===== src/rtl/int_ctrl.sv =====
// 8051 interrupt controller: latches the five sources, arbitrates with IE/IP and
// two-level nesting, and tracks in-service levels until RETI.
module int_ctrl #(
  parameter logic [15:0] VEC_BASE = 16'h0003,
  parameter int unsigned VEC_STEP = 8
) (
  input  logic        clk,
  input  logic        rst,
  input  logic        int0_n,
  input  logic        int1_n,
  input  logic        tf0,
  input  logic        tf1,
  input  logic        ri_ti,
  input  logic [7:0]  ie,
  input  logic [4:0]  ip,
  input  logic        it0,
  input  logic        it1,
  input  logic        int_ack,
  input  logic        reti,
  output logic        int_req,
  output logic [15:0] int_vector,
  output logic [2:0]  int_src,
  output logic        clr_tf0,
  output logic        clr_tf1,
  output logic [1:0]  in_service
);

  localparam logic [1:0] S_IDLE = 2'd0;
  localparam logic [1:0] S_REQ  = 2'd1;
  localparam logic [1:0] S_ACK  = 2'd2;

  logic [1:0]  state_q, state_d;
  logic [2:0]  ext0_sh_q, ext1_sh_q;
  logic        ie0f_q, ie0f_d, ie1f_q, ie1f_d;
  logic        req_q, req_d;
  logic [2:0]  src_q, src_d;
  logic [15:0] vec_q, vec_d;
  logic        lvl_q, lvl_d;
  logic [1:0]  isv_q, isv_d;
  logic        clr0_q, clr0_d, clr1_q, clr1_d;

  logic        fall0, fall1, ack_fire, clr_ie0, clr_ie1;
  logic [4:0]  flag, pend, hi, lo;
  logic        elig, sel_lvl;
  logic [2:0]  sel_src;
  logic        unused_ie;

  assign unused_ie = ^ie[6:5];

  function automatic logic [2:0] lowest(input logic [4:0] v);
    logic [2:0] r;
    r = '0;
    for (int unsigned i = 5; i > 0; i--) begin
      if (v[i-1]) r = 3'(i - 1);
    end
    return r;
  endfunction

  function automatic logic [15:0] vec_of(input logic [2:0] s);
    return VEC_BASE + 16'(VEC_STEP) * {13'b0, s};
  endfunction

  // Shift order: [0] first sync stage, [1] synchronized pin, [2] previous value.
  assign fall0 = ext0_sh_q[2] & ~ext0_sh_q[1];
  assign fall1 = ext1_sh_q[2] & ~ext1_sh_q[1];

  // A fresh edge counts in the same cycle it is detected, ahead of the latched flag.
  assign flag[0] = it0 ? (ie0f_q | fall0) : ~ext0_sh_q[1];
  assign flag[1] = tf0;
  assign flag[2] = it1 ? (ie1f_q | fall1) : ~ext1_sh_q[1];
  assign flag[3] = tf1;
  assign flag[4] = ri_ti;

  assign pend = flag & ie[4:0] & {5{ie[7]}};
  assign hi   = pend & ip;
  assign lo   = pend & ~ip;

  always_comb begin
    elig    = 1'b0;
    sel_src = '0;
    sel_lvl = 1'b0;
    if (hi != '0 && !isv_q[1]) begin
      elig    = 1'b1;
      sel_src = lowest(hi);
      sel_lvl = 1'b1;
    end else if (lo != '0 && isv_q == 2'b00) begin
      elig    = 1'b1;
      sel_src = lowest(lo);
      sel_lvl = 1'b0;
    end
  end

  assign ack_fire = (state_q == S_REQ) && int_ack;
  assign clr_ie0  = ack_fire && (src_q == 3'd0);
  assign clr_ie1  = ack_fire && (src_q == 3'd2);

  assign ie0f_d = it0 ? (fall0 | (ie0f_q & ~clr_ie0)) : ~ext0_sh_q[1];
  assign ie1f_d = it1 ? (fall1 | (ie1f_q & ~clr_ie1)) : ~ext1_sh_q[1];

  assign clr0_d = ack_fire && (src_q == 3'd1);
  assign clr1_d = ack_fire && (src_q == 3'd3);

  // RETI releases the innermost level before an ack in the same cycle sets its own.
  always_comb begin
    isv_d = isv_q;
    if (reti) begin
      if (isv_d[1]) isv_d[1] = 1'b0;
      else          isv_d[0] = 1'b0;
    end
    if (ack_fire) isv_d[lvl_q] = 1'b1;
  end

  always_comb begin
    state_d = state_q;
    req_d   = req_q;
    src_d   = src_q;
    vec_d   = vec_q;
    lvl_d   = lvl_q;
    case (state_q)
      S_IDLE: begin
        if (elig) begin
          state_d = S_REQ;
          req_d   = 1'b1;
          src_d   = sel_src;
          vec_d   = vec_of(sel_src);
          lvl_d   = sel_lvl;
        end
      end
      S_REQ: begin
        if (int_ack) begin
          state_d = S_ACK;
          req_d   = 1'b0;
        end else if (elig) begin
          src_d = sel_src;
          vec_d = vec_of(sel_src);
          lvl_d = sel_lvl;
        end else begin
          state_d = S_IDLE;
          req_d   = 1'b0;
        end
      end
      S_ACK: begin
        state_d = S_IDLE;
      end
      default: begin
        state_d = S_IDLE;
        req_d   = 1'b0;
      end
    endcase
  end

  always_ff @(posedge clk) begin
    if (rst) begin
      state_q   <= S_IDLE;
      ext0_sh_q <= '1;
      ext1_sh_q <= '1;
      ie0f_q    <= 1'b0;
      ie1f_q    <= 1'b0;
      req_q     <= 1'b0;
      src_q     <= '0;
      vec_q     <= VEC_BASE;
      lvl_q     <= 1'b0;
      isv_q     <= '0;
      clr0_q    <= 1'b0;
      clr1_q    <= 1'b0;
    end else begin
      state_q   <= state_d;
      ext0_sh_q <= {ext0_sh_q[1:0], int0_n};
      ext1_sh_q <= {ext1_sh_q[1:0], int1_n};
      ie0f_q    <= ie0f_d;
      ie1f_q    <= ie1f_d;
      req_q     <= req_d;
      src_q     <= src_d;
      vec_q     <= vec_d;
      lvl_q     <= lvl_d;
      isv_q     <= isv_d;
      clr0_q    <= clr0_d;
      clr1_q    <= clr1_d;
    end
  end

  assign int_req    = req_q;
  assign int_vector = vec_q;
  assign int_src    = src_q;
  assign clr_tf0    = clr0_q;
  assign clr_tf1    = clr1_q;
  assign in_service = isv_q;

endmodule


===== config.mk =====
export PLATFORM = sky130hd
export DESIGN_NAME = int_ctrl
export DESIGN_NICKNAME = d
export VERILOG_FILES = /design/src/rtl/int_ctrl.sv
export SDC_FILE = /design/constraint.sdc
export NUM_CORES = 1
export LEC_CHECK = 0
export CORE_MARGIN = 5
export CORE_UTILIZATION = 30
export DETAILED_ROUTE_END_ITERATION = 10
export RECOVER_POWER = 50
export SLEW_MARGIN = 20
export SYNTH_ARGS = -nofsm -noshare
export SYNTH_HDL_FRONTEND = slang
export SYNTH_SLANG_ARGS = --single-unit

===== constraint.sdc =====
create_clock -name clk -period 1.8 [get_ports clk]
set_input_delay 0.45 -clock clk [delete_from_list [all_inputs] [get_ports clk]]
set_output_delay 0.45 -clock clk [all_outputs]
set_load 0.02 [all_outputs]

==> results by group, run 1 <==
Synth
  • Most frequent cell after synthesis: dfxtp_1
  • Cell taking the most area after synthesis: dfxtp_1
  • Yosys top cell area share: 33.0%
  • Avg Inst Size Synth: 8.99 sq um
  • Post-Synthesis Cells: 128
  • Top post-synthesis cells by count: dfxtp_1, buf_4, nor2_1
  • Post-synthesis sequential area ratio: between 30% and 40%
  • Post-synthesis register bit count: 19
  • Count of flip-flops with a built-in enable after synthesis: 0
  • Number of distinct library cells after synthesis: 42
  • Post-synthesis cell area: roughly 1200 sq um
  • Yosys warnings: 0
  • Async SR Flop Fraction: 0%
  • Most used DFF post-synth: dfxtp_1
  • Top post-synthesis cells by area: dfxtp_1, buf_4, nor2_1

Worst setup path
  • WS Path Type: reg2out
  • Slowest-stage cell, CP: clkdlybuf4s50_1
  • Reg2Reg Depth: 6
  • Crit end category: output port
  • R2r endpoint: int_src[2]
  • Worst Path Required: approximately 1.4 ns
  • Startpoint Class: flop
  • R2r startpoint: ext0_sh_q[2]
  • Crit path DAT: about 1.3 ns
  • Minimum setup slack among reg-to-reg paths: 0.23 ns
  • Critical path's top delay family: buffers and inverters
  • Worst path cell trace: clkdlybuf4s50_1
  • CP max stage delay: 0.65 ns
  • Worst-path maximum fanout: 6
  • Buf/Inv on CP: 1

Detailed routing
  • Met2 Wirelength: 1570 um
  • ANT nets after route: 0
  • Total wire length: 2970 um
  • Met3 wire len: 133 um
  • Post-route DRC: 0
  • Vias/cell: between 4 and 5
  • DRT met1 WL: 1260 um
  • Post-DR wirelength/cell: 13.0 um
  • Max layer used: met4
  • Router iterations before antenna repair: 4
  • 1st-iter DRT viols: 28
  • Vias post-DR: about 1100

STA
  • Post-route setup slack: about 0.036 ns
  • Maximum operating frequency: 567 MHz
  • RSZ-0062 raised after global routing: true
  • Hold Worst Slack: 0.413 ns
  • Fin crit period: 1.76 ns
  • Hold Fails Final Rpt: 0
  • Fin crit share: 98.0%
  • # setup viols final: 0
  • Final Slew Violations: 0
  • Fin Clk Skew: between 0.0007 and 0.0008 ns

Floorplanning
  • CORE AREA: 3690 sq um
  • Initial Util: 31.2%
  • Chip Height: 71.9 um
  • I/O pins: 48
  • Total die area: between 5000 and 6000 sq um
  • Rows: 22
  • Chip width: 71.9 um

Job
  • Max cap viols: 0

Pwr
  • P_int: between 0.7 and 0.8 mW
  • Net Sw Frac: between 20% and 30%
  • VDD IR max: 0.406 mV
  • P_sw: 0.295 mW
  • Comb pwr share: 27.0%
  • Total power: 1.03 mW
  • Register share of total power: 44.4%
  • Power Dens Cells: 592 nW/um^2
  • Pleak: 0.747 nW
  • Clock group share of total power: between 20% and 30%

Placed design
  • Setup WS pre-CTS: -0.509 ns
  • Gpl congestion: 0.820
  • PortBufs: 32
  • Dpl hpwl: roughly 2400 um
  • Post-DP Area: 1600 sq um

CTS
  • Num CTS Buffers: 3
  • TritonCTS Sinks: 19
  • Clk slew on worst S/H paths: 0.07 ns
  • CTS tree: yes
  • CTS Root Cell: clkbuf_8
  • Hold_buf cts: 0
  • H-tree Lvls: 1
  • Clk_lat worst skew: 0.25 ns
  • Max Root-Sink Buffers: 2

Min path
  • Hold WC Path Type: reg2reg
  • WHS Endpoint: ext1_sh_q[1]
  • Worst Hold Launch: ext1_sh_q[0]
  • WHS Path Cells: 1

GRT
  • Global-route wire length before repair: 5100 um
  • Vias in the first global route: 1112
  • Largest net degree at the start of global routing: 11
  • GR Util All Layers: around 12%
  • Initial antenna violation count: 0
  • Gr ovfl total: 0

Finish
  • Final cell utilization of the core: 47.3%
  • Nets: 206
  • Finished Cell Area: roughly 1700 sq um
  • Ant diodes: 0
  • Area growth, synth to finish: 51.6%
  • Layout cells sized above 1: about 28%

Run status
  • Outcome: finished, final reports clean
-- through the flow --
stage,TNS (ns),std cells
finish,0,229
global route,-0.0405,229
CTS,0,228
detailed placement,-3.10,222
global placement,-2.85,222
floorplan,0,139
-- kinds of logic after synthesis --
group                  Yosys count  share of synthesized area, %
DFF                             19                          33.0
buffers and inverters           20                          12.1
and+or+nand+nor                 54                          28.0
AOI/OAI and AO/OA               33                          26.2
other                            2                         0.652
-- cell type report --
| cell class | instances | area [sq um] |
|---|---|---|
| Multi-Input combinational cell | 100 | 761 |
| Tap cell | 48 | 60.1 |
| Timing Repair Buffer | 56 | 492 |
| Clock buffer | 4 | 45.0 |
| Fill cell | 382 | 1940 |
| Inverter | 2 | 7.51 |
| Sequential cell | 19 | 380 |
-- per-layer routing --
layer / global-route usage (%) / vias to the layer above
met1: 15.1 / 495
met2: 21.6 / 27
met5: 0 / -
met3: 3.05 / 2
li1: - / 541
met4: 2.51 / 0
-- how the worst max path moves through the flow --
stage | start | slack [ns] | endpoint | depth (start not counted)
after floorplan | it1 | 0.12 | int_src[1] | 6
after global placement | it1 | -0.45 | int_src[2] | 8
after detailed placement | ie[7] | -0.51 | int_src[1] | 6
after CTS | ie[0] | 0.02 | int_src[1] | 6
after global routing | ie[1] | -0.01 | int_src[0] | 6
final | int_src[0] | 0.04 | int_src[0] | 1
-- state kept, by name (all words and copies together) (netlist names) --
signal	count
ie0f_q	1
clr_tf0	1
int_src	3
lvl_q	1
int_req	1
state_q	2
clr_tf1	1
ie1f_q	1
ext0_sh_q	3
ext1_sh_q	3
in_service	2
-- repair_timing --
action	CTS	global route
setup buffers	2	1
gates resized for setup	16	10
pin swaps	10	9
endpoints found under the setup margin	10	7
-- power groups by stage --
stage	Sequential (mW)	Clock [mW]	Combinational [mW]
floorplan	0.472	0	0.159
finish	0.459	0.295	0.279
global placement	0.466	0	0.257
CTS	0.458	0.301	0.275
global route	0.462	0.325	0.303
detailed placement	0.467	0	0.262
-- cells in the final DEF, fill, tap and decap left out, drive strengths merged, types with 4 or more instances in the layout --
| master | n |
|---|---|
| nor3 | 5 |
| dfxtp | 19 |
| clkbuf | 6 |
| nor2 | 14 |
| o21ai | 5 |
| or2 | 7 |
| buf | 23 |
| nand2 | 6 |
| dlygate4sd2 | 6 |
| conb | 13 |
| nand3 | 4 |
| a21oi | 7 |
| clkdlybuf4s50 | 21 |
Power figures use the tool's default switching activity.
==> run 2, diff against run 1 <==
Settings changed: CTS_CLUSTER_SIZE set to 20.
==> results of run 2 <==
No change in the layout: final DEF, timing and power equal those of run 1.
==> run 3, diff against run 2 <==
Settings changed: ABC_AREA set to 1, GPL_TIMING_DRIVEN set to 0.
Clock period 1.8 ns to 1.77 ns, I/O delays scaled along.
==> results by group, run 3 <==
Run status
  • Outcome: finished, final reports clean

STA
  • # setup viols final: 0 (unchanged)
  • Final Slew Violations: 0 (unchanged)
  • Maximum operating frequency: slightly below 600 MHz
  • Setup TNS: 0 ns (unchanged)
  • Fin crit period: 1.71 ns
  • Fin crit share: slightly below 100%
  • Hold Fails Final Rpt: 0 (unchanged)
  • RSZ-0062 raised after global routing: true
  • Fin Clk Skew: 0.00140 ns (+0.000699 ns)

Worst setup path
  • Worst path cell trace: clkdlybuf4s50_1
  • Worst Path Required: 1.33 ns (-0.02 ns)
  • Crit path DAT: 1.27 ns (-0.04 ns)
  • Slowest-stage cell, CP: clkdlybuf4s50_1
  • CP max stage delay: 0.63 ns (-0.02 ns)
  • Critical path's top delay family: buffers and inverters
  • Crit end category: output port
  • Buf/Inv on CP: 1 (unchanged)
  • Worst-path maximum fanout: 7 (+1)
  • WS Path Type: reg2out
  • Startpoint Class: flop

Floorplanning
  • Chip Height: 71.6 um (-0.47%)
  • Rows: 22 (unchanged)
  • Initial Util: 31.1% (-0.11 points)
  • Total die area: 5130 sq um (-0.94%)
  • Chip width: 71.6 um (-0.47%)
  • I/O pins: 48 (unchanged)
  • CORE AREA: 3660 sq um (-0.75%)

Finish
  • Nets: 232 (+13%)
  • Ant diodes: 0 (unchanged)
  • Post-route insts no fill: 255 (+11%)
  • Finished Cell Area: 1680 sq um (-4.0%)
  • Area growth, synth to finish: 47.1%
  • Most frequent cells in the layout: nand2_1, clkdlybuf4s50_1, buf_4, inv_1, dfxtp_1
  • Layout cells sized above 1: 30.4% (+2.3 points)

Detailed routing
  • ANT nets after route: 0 (unchanged)
  • Vias post-DR: 1047 (-1.7%)
  • Post-route DRC: 0 (unchanged)
  • Vias/cell: 4.11 (-12%)
  • 1st-iter DRT viols: 40 (+43%)
  • Total wire length: 2420 um (-19%)
  • Post-DR wirelength/cell: 9.50 um (-27%)
  • Router iterations before antenna repair: 4 (unchanged)

Placed design
  • Dpl hpwl: 1950 um (-17%)
  • Post-DP Area: 1560 sq um (-2.4%)
  • Gpl congestion: 0.758 (-7.6%)
  • PortBufs: 32 (unchanged)
  • Placed cell count: 246 (+11%)

GRT
  • Largest net degree at the start of global routing: 11 (unchanged)
  • GR Util All Layers: 10.0% (-2.2 points)
  • Global-route wire length before repair: 4180 um (-18%)
  • Initial antenna violation count: 0 (unchanged)
  • Vias in the first global route: 994 (-11%)
  • Gr ovfl total: 0 (unchanged)

Synth
  • Most used DFF post-synth: dfxtp_1
  • Number of distinct library cells after synthesis: 26 (-38%)
  • Post-Synthesis Cells: 155 (+21%)
  • Yosys top cell area share: 33.4% (+0.36 points)
  • Avg Inst Size Synth: 7.35 sq um (-18%)
  • Post-synthesis sequential area ratio: 33.4% (+0.36 points)
  • Yosys warnings: 0 (unchanged)
  • Post-synthesis register bit count: 19 (unchanged)
  • Count of flip-flops with a built-in enable after synthesis: 0 (unchanged)
  • Cell taking the most area after synthesis: dfxtp_1
  • Top post-synthesis cells by count: nand2_1, dfxtp_1, inv_1
  • Top post-synthesis cells by area: dfxtp_1, buf_4, nand2_1
  • Post-synthesis cell area: 1140 sq um (-1.1%)
  • Async SR Flop Fraction: 0% (unchanged)
  • Most frequent cell after synthesis: nand2_1

CTS
  • Max Root-Sink Buffers: 2 (unchanged)
  • CTS Root Cell: clkbuf_8
  • Num CTS Buffers: 3 (unchanged)
  • Clk slew on worst S/H paths: 0.07 ns (about the same)
  • Hold_buf cts: 0 (unchanged)
  • H-tree Lvls: 1 (unchanged)
  • CTS tree: yes
  • TritonCTS Sinks: 19 (unchanged)
  • Clk_lat worst skew: 0.25 ns (about the same)

Pwr
  • VDD IR max: 0.401 mV (-1.2%)
  • Power Dens Cells: 675 nW/um^2 (+14%)
  • Total power: 1.13 mW (+9.4%)
  • Pleak: 0.811 nW (+8.5%)

Min path
  • Hold WC Path Type: reg2reg

Job
  • Max cap viols: 0 (unchanged)
run 3: worst paths after layout:
path                start            to  slack, ns  cells after the start
min reg2reg  ext0_sh_q[0]  ext0_sh_q[1]       0.41                      1
max            int_src[2]    int_src[2]       0.06                      1
max reg2reg  ext1_sh_q[1]       int_req       0.32                     13
min          ext0_sh_q[0]  ext0_sh_q[1]       0.41                      1
run 3: kinds of logic (layout without fill, tap and decap cells):
kind of cell | after synthesis | count (layout) | synth area share, %
AND/OR/NAND/NOR | 80 | 80 | 39.8
buffers and inverters | 42 | 83 | 19.1
flip-flops | 19 | 19 | 33.4
AO/OA/AOI/OAI | 12 | 12 | 7.03
other | 2 | 13 | 0.660
run 3: metal layers:
layer  track usage [%]  vias to the layer above  wire, um
li1                  -                      568         -
met1              12.9                      450      1150
met2              15.9                       24      1090
met3              3.51                        5       159
met4              2.51                        0        22
met5                 0                        -         0
run 3: power by group:
part	internal, mW	switching [mW]	total [mW]
clock	0.160	0.135	0.295
sequential	0.458	0.0258	0.484
combinational	0.165	0.187	0.352
run 3: cell type report:
class                      count  area (sq um)
timing repair buffer          37           344
fill                         390          1990
sequential                    19           383
inverter                      26           101
buffer                        16           120
clock buffer                   4          45.0
tap                           48          60.1
multi-input combinational    105           622
run 3: stage by stage:
| step | setup WS [ns] | hold WS (ns) | util (%) |
|---|---|---|---|
| after floorplan | 0.332 | 0.389 | - |
| after global placement | -0.330 | 0.394 | 42.6 |
| after detailed placement | -0.335 | 0.399 | 42.6 |
| after CTS | 0.00847 | 0.415 | 44.9 |
| after global routing | -0.000221 | 0.422 | 45.8 |
| final | 0.0584 | 0.413 | 45.8 |
run 3: repair_timing:
| item | in CTS | in global routing |
|---|---|---|
| endpoints found under the setup margin | 9 | 8 |
| pin swaps | 4 | 9 |
| gates cloned | 0 | 0 |
| setup buffers | 3 | 2 |
| resized for setup | 10 | 11 |
